### src/rtl/audio_pwm_out.sv
// audio_pwm_out: buffers signed 8-bit filtered samples in a small FIFO,
// pops one per sample tick into an offset-binary hold register, and plays
// the held value out as an 8-bit PWM duty over 256-clock periods.
//
// Optional feature macro: AUDIO_PWM_VOLUME_EN
//   When defined, adds input volume[2:0]; each popped sample is
//   arithmetic-shifted right by volume before the offset-binary conversion.
//   When undefined, the port is absent and samples pass unscaled.
module audio_pwm_out #(
  parameter int SAMPLE_DIV = 2083,
  parameter int FIFO_DEPTH = 4
) (
  input  logic                          clock,
  input  logic                          reset,
  input  logic                          sample_valid,
  input  logic [7:0]                    sample_in,
`ifdef AUDIO_PWM_VOLUME_EN
  input  logic [2:0]                    volume,
`endif
  output logic                          pwm_out,
  output logic [$clog2(FIFO_DEPTH):0]   fifo_level,
  output logic                          overflow,
  output logic                          underflow
);

  localparam int AW = $clog2(FIFO_DEPTH);
  localparam int LW = AW + 1;
  localparam int TW = (SAMPLE_DIV > 1) ? $clog2(SAMPLE_DIV) : 1;
  localparam logic [TW-1:0] TICK_LAST = TW'(SAMPLE_DIV - 1);
  localparam logic [LW-1:0] LEVEL_FULL = LW'(FIFO_DEPTH);

  logic [7:0]    mem_q [FIFO_DEPTH];
  logic [AW-1:0] wr_ptr_q, wr_ptr_d;
  logic [AW-1:0] rd_ptr_q, rd_ptr_d;
  logic [LW-1:0] level_q, level_d;
  logic [TW-1:0] tick_cnt_q, tick_cnt_d;
  logic [7:0]    hold_q, hold_d;
  logic [7:0]    duty_q, duty_d;
  logic [7:0]    pwm_cnt_q, pwm_cnt_d;
  logic          pwm_q, pwm_d;
  logic          ovf_q, ovf_d;
  logic          unf_q, unf_d;

  logic          tick;
  logic          fifo_empty;
  logic          fifo_full;
  logic          pop;
  logic          push;
  logic [7:0]    head;
  logic [7:0]    head_scaled;

  assign tick       = (tick_cnt_q == TICK_LAST);
  assign fifo_empty = (level_q == '0);
  assign fifo_full  = (level_q == LEVEL_FULL);
  // A pop frees a slot in the same cycle, so a full FIFO still accepts a write on a tick.
  assign pop        = tick & ~fifo_empty;
  assign push       = sample_valid & (~fifo_full | pop);
  assign head       = mem_q[rd_ptr_q];

`ifdef AUDIO_PWM_VOLUME_EN
  assign head_scaled = 8'($signed(head) >>> volume);
`else
  assign head_scaled = head;
`endif

  // Next-state for FIFO bookkeeping, tick timer, hold/duty and PWM output.
  always_comb begin
    wr_ptr_d   = wr_ptr_q;
    rd_ptr_d   = rd_ptr_q;
    level_d    = level_q;
    tick_cnt_d = tick_cnt_q + TW'(1);
    hold_d     = hold_q;
    duty_d     = duty_q;
    pwm_cnt_d  = pwm_cnt_q + 8'd1;
    pwm_d      = (pwm_cnt_q < duty_q);
    ovf_d      = ovf_q;
    unf_d      = unf_q;

    if (tick) begin
      tick_cnt_d = '0;
    end

    if (push) begin
      wr_ptr_d = wr_ptr_q + AW'(1);
    end

    if (pop) begin
      rd_ptr_d = rd_ptr_q + AW'(1);
      hold_d   = head_scaled ^ 8'h80;
    end

    case ({push, pop})
      2'b10:   level_d = level_q + LW'(1);
      2'b01:   level_d = level_q - LW'(1);
      default: level_d = level_q;
    endcase

    if (sample_valid && fifo_full && !pop) begin
      ovf_d = 1'b1;
    end

    if (tick && fifo_empty) begin
      unf_d = 1'b1;
    end

    // Duty only changes at the period boundary so every period is a whole duty cycle.
    if (pwm_cnt_q == 8'hFF) begin
      duty_d = hold_q;
    end
  end

  // Control and datapath registers with synchronous reset.
  always_ff @(posedge clock) begin
    if (reset) begin
      wr_ptr_q   <= '0;
      rd_ptr_q   <= '0;
      level_q    <= '0;
      tick_cnt_q <= '0;
      hold_q     <= 8'h80;
      duty_q     <= 8'h80;
      pwm_cnt_q  <= 8'd0;
      pwm_q      <= 1'b0;
      ovf_q      <= 1'b0;
      unf_q      <= 1'b0;
    end else begin
      wr_ptr_q   <= wr_ptr_d;
      rd_ptr_q   <= rd_ptr_d;
      level_q    <= level_d;
      tick_cnt_q <= tick_cnt_d;
      hold_q     <= hold_d;
      duty_q     <= duty_d;
      pwm_cnt_q  <= pwm_cnt_d;
      pwm_q      <= pwm_d;
      ovf_q      <= ovf_d;
      unf_q      <= unf_d;
    end
  end

  // Sample storage; reset empties the FIFO through the pointers, not the contents.
  always_ff @(posedge clock) begin
    if (!reset && push) begin
      mem_q[wr_ptr_q] <= sample_in;
    end
  end

  assign pwm_out    = pwm_q;
  assign fifo_level = level_q;
  assign overflow   = ovf_q;
  assign underflow  = unf_q;

endmodule

### config.mk
export PLATFORM = sky130hd
export DESIGN_NAME = audio_pwm_out
export DESIGN_NICKNAME = d
export VERILOG_FILES = /design/src/rtl/audio_pwm_out.sv
export SDC_FILE = /design/constraint.sdc
export NUM_CORES = 1
export LEC_CHECK = 0
export BUFFER_PORTS_ARGS = -buffer_cell sky130_fd_sc_hd__buf_2
export CAP_MARGIN = 5
export CORE_MARGIN = 2
export CORE_UTILIZATION = 58
export CTS_BUF_LIST = sky130_fd_sc_hd__clkbuf_8
export CTS_CLUSTER_SIZE = 25
export DETAILED_ROUTE_END_ITERATION = 16
export PLACE_DENSITY = 0.76
export SLEW_MARGIN = 20
export SYNTH_ARGS = -nofsm -noshare
export SYNTH_HDL_FRONTEND = slang
export SYNTH_SLANG_ARGS = --single-unit
### constraint.sdc
create_clock -name clock -period 3 [get_ports clock]
set_input_delay 0.45 -clock clock [delete_from_list [all_inputs] [get_ports clock]]
set_output_delay 0.45 -clock clock [all_outputs]
set_load 0.005 [all_outputs]
==> run metrics <==
RSZ-0062 raised after global routing false; CP Max Fanout 5; delay-heaviest family, CP simple AND/OR/NAND/NOR gates; drt first pass iters 4; syn nets 330; fillers 460; synthesis-stage register bit count 80; clock buffer count from CTS 9; vias per cell 5.53; IO Pins 17; Avg Cell Area, Syn 11.7 sq um; CP Capture Type flop; CTS Buffer Depth 2; Crit-path slowest cell fa_1; area leader, netlist dfxtp_1; area grow syn2layout 8.02%; Die H 82.3 microns; post-CTS sizing 0; Final Net Count 343; clock-pin transition on the worst setup and hold timing paths 0.09 ns; met1 WL 2860 microns; CTS sink cnt 80; Synth Flop Type dfxtp_1; Port Buffer Count 16; cell area after synthesis 0.00356 sq mm; final hold viol count 0; delay of the slowest critical-path stage 0.48 ns; core area 0.00592 sq mm; Via Count 2196; clk_skew 0.00905 ns; vias in the first global route 2023; YS warnings 0; global-route wire length before repair 9540 microns; Power Total 0.00210 W; Setup crit start kind flop; leakage 1.43 nW; GPL Wtd Cong 0.805; Post-CTS Hold Fix Bufs 0; Initial Utilization 0.601; largest net degree at the start of global routing 38; min Tclk post-route 2.39 ns; routed wire length 5820 microns; met3 routed WL 183 microns; data arrival time of the worst path 2.67 ns; DRC Markers 0; Synth top area share 0.270; largest cells by area after synthesis dfxtp_1, edfxtp_1, mux4_2, ha_1, nor2_1; Overall Global Routing Usage 0.193; worst vdd ir 0.000437 V; Buf+Inv Stages, Crit Path 1; count of final setup violators 0; Peak Freq 0.419 GHz; CP Data Required Time 3.29 ns; DR WL/cell 14.7 microns; top sig layer met4; status completed; hold crit path type in -> reg; DIE AREA 0.00677 sq mm; placed cells 381; row count 28; DR iter-0 viols 144; CTS tree built; Post-synth EDFFs 32; period utilisation layout 0.795; total setup buffers inserted after CTS 0; DP HPWL 3940 microns; Syn Inst Count 304; FFs w/ async S/R, synth 0; worst path cell trace inv_1, ha_1, nor4b_4, nand4_2, or2_1, fa_1, nor4b_1, o32ai_1, a211oi_2; Die X 82.3 microns; met2 wire len 2670 microns; max cap viols 0; initial antenna violation count 0; max_slew headroom 0.571; total congestion overflow 0; synth unique cells 55; power per cell area 546 mW/mm^2; Setup CP Type reg -> reg; clock root cell clkbuf_8; post-route setup TNS 0 ns; actual slew at the worst max-slew pin 0.643 ns; Max Transition Viols Final 0; fin cells 397; Seq/Total Area, Yosys 0.540; ANT cells 0; antenna-violating nets left 0; Worst-Skew Late Latency 0.36 ns; Finished Core Util 0.649; H-tree levels 3; share of layout cells above drive strength 1 0.161
==> layout by cell type, fill, tap and decap left out, types with 6 or more instances in the layout <==
cell,instances
a21oi_1,12
and3_1,6
buf_2,16
clkbuf_8,9
dfxtp_1,48
edfxtp_1,32
ha_1,14
inv_1,14
mux2i_1,8
mux4_2,8
nand2_1,16
nand3_1,11
nor2_1,36
o21ai_0,10
or3_1,6
xnor2_1,6
xor2_1,9
==> cell usage after synthesis (8+ instances only) <==
library cell / count
mux2i_1: 8
a21oi_1: 12
ha_1: 14
xor2_1: 9
nand2_1: 16
nor2_1: 36
o21ai_0: 10
mux4_2: 8
dfxtp_1: 48
nand3_1: 11
inv_1: 14
edfxtp_1: 32
==> worst reg2reg max path: stages, from the launching register on <==
cell and delay (ns):
dfxtp_1 0.35, inv_1 0.07, ha_1 0.18, nor4b_4 0.24, nand4_2 0.13, or2_1 0.24, fa_1 0.48, nor4b_1 0.34
o32ai_1 0.16, a211oi_2 0.15
==> through the flow <==
stage               hold slack, ns  instance area, sq um  setup slack [ns]
floorplan                    0.425                  3560             0.581
global placement             0.441                  3640             0.728
detailed placement           0.451                  3640             0.638
CTS                          0.278                  3840             0.607
global route                 0.277                  3840             0.427
finish                       0.295                  3840             0.614
==> sequential cells by signal, indices dropped and copies added (netlist names), named ones only <==
name,count
duty_q,8
fifo_level,3
hold_q,8
mem_q,32
overflow,1
pwm_cnt_q,8
pwm_out,1
rd_ptr_q,2
tick_cnt_q,12
underflow,1
wr_ptr_q,2
==> worst paths after layout <==
path / start / to / slack [ns] / cells after the start
max: tick_cnt_q[0] / fifo_level[1] / 0.61 / 9
min: sample_in[2] / mem_q[3][2] / 0.29 / 1
max reg2reg: tick_cnt_q[0] / fifo_level[1] / 0.61 / 9
min reg2reg: hold_q[6] / duty_q[6] / 0.47 / 2
==> final cells by class <==
class	count	area (sq um)	share of cell area
sequential	80	1920	0.500
clock buffer	9	124	0.0322
inverter	14	52.6	0.0137
tap	75	93.8	0.0244
multi-input combinational	195	1490	0.388
clock inverter	7	72.6	0.0189
timing repair buffer	17	87.6	0.0228
==> kinds of logic (layout without fill, tap and decap cells) <==
kind of cell / count (synthesis) / after routing / synth area share
buf+inv: 29 / 47 / 0.0408
simple gates: 105 / 105 / 0.168
mux: 17 / 17 / 0.0774
flops: 80 / 80 / 0.540
xor+xnor: 15 / 15 / 0.0369
compound gates: 43 / 43 / 0.0813
fa+ha+maj: 15 / 15 / 0.0549
==> routing by layer <==
metal,track usage,vias up
li1,-,1123
met1,0.256,1033
met2,0.298,31
met3,0.0446,9
met4,0.0950,0
met5,0,-
==> power by group <==
| part | internal, W | switching (W) | total, W |
|---|---|---|---|
| Sequential | 0.00116 | 0.0000232 | 0.00118 |
| Clock | 0.000327 | 0.000448 | 0.000775 |
| Combinational | 0.0000620 | 0.0000805 | 0.000143 |
(Power assumes the default switching activity.)
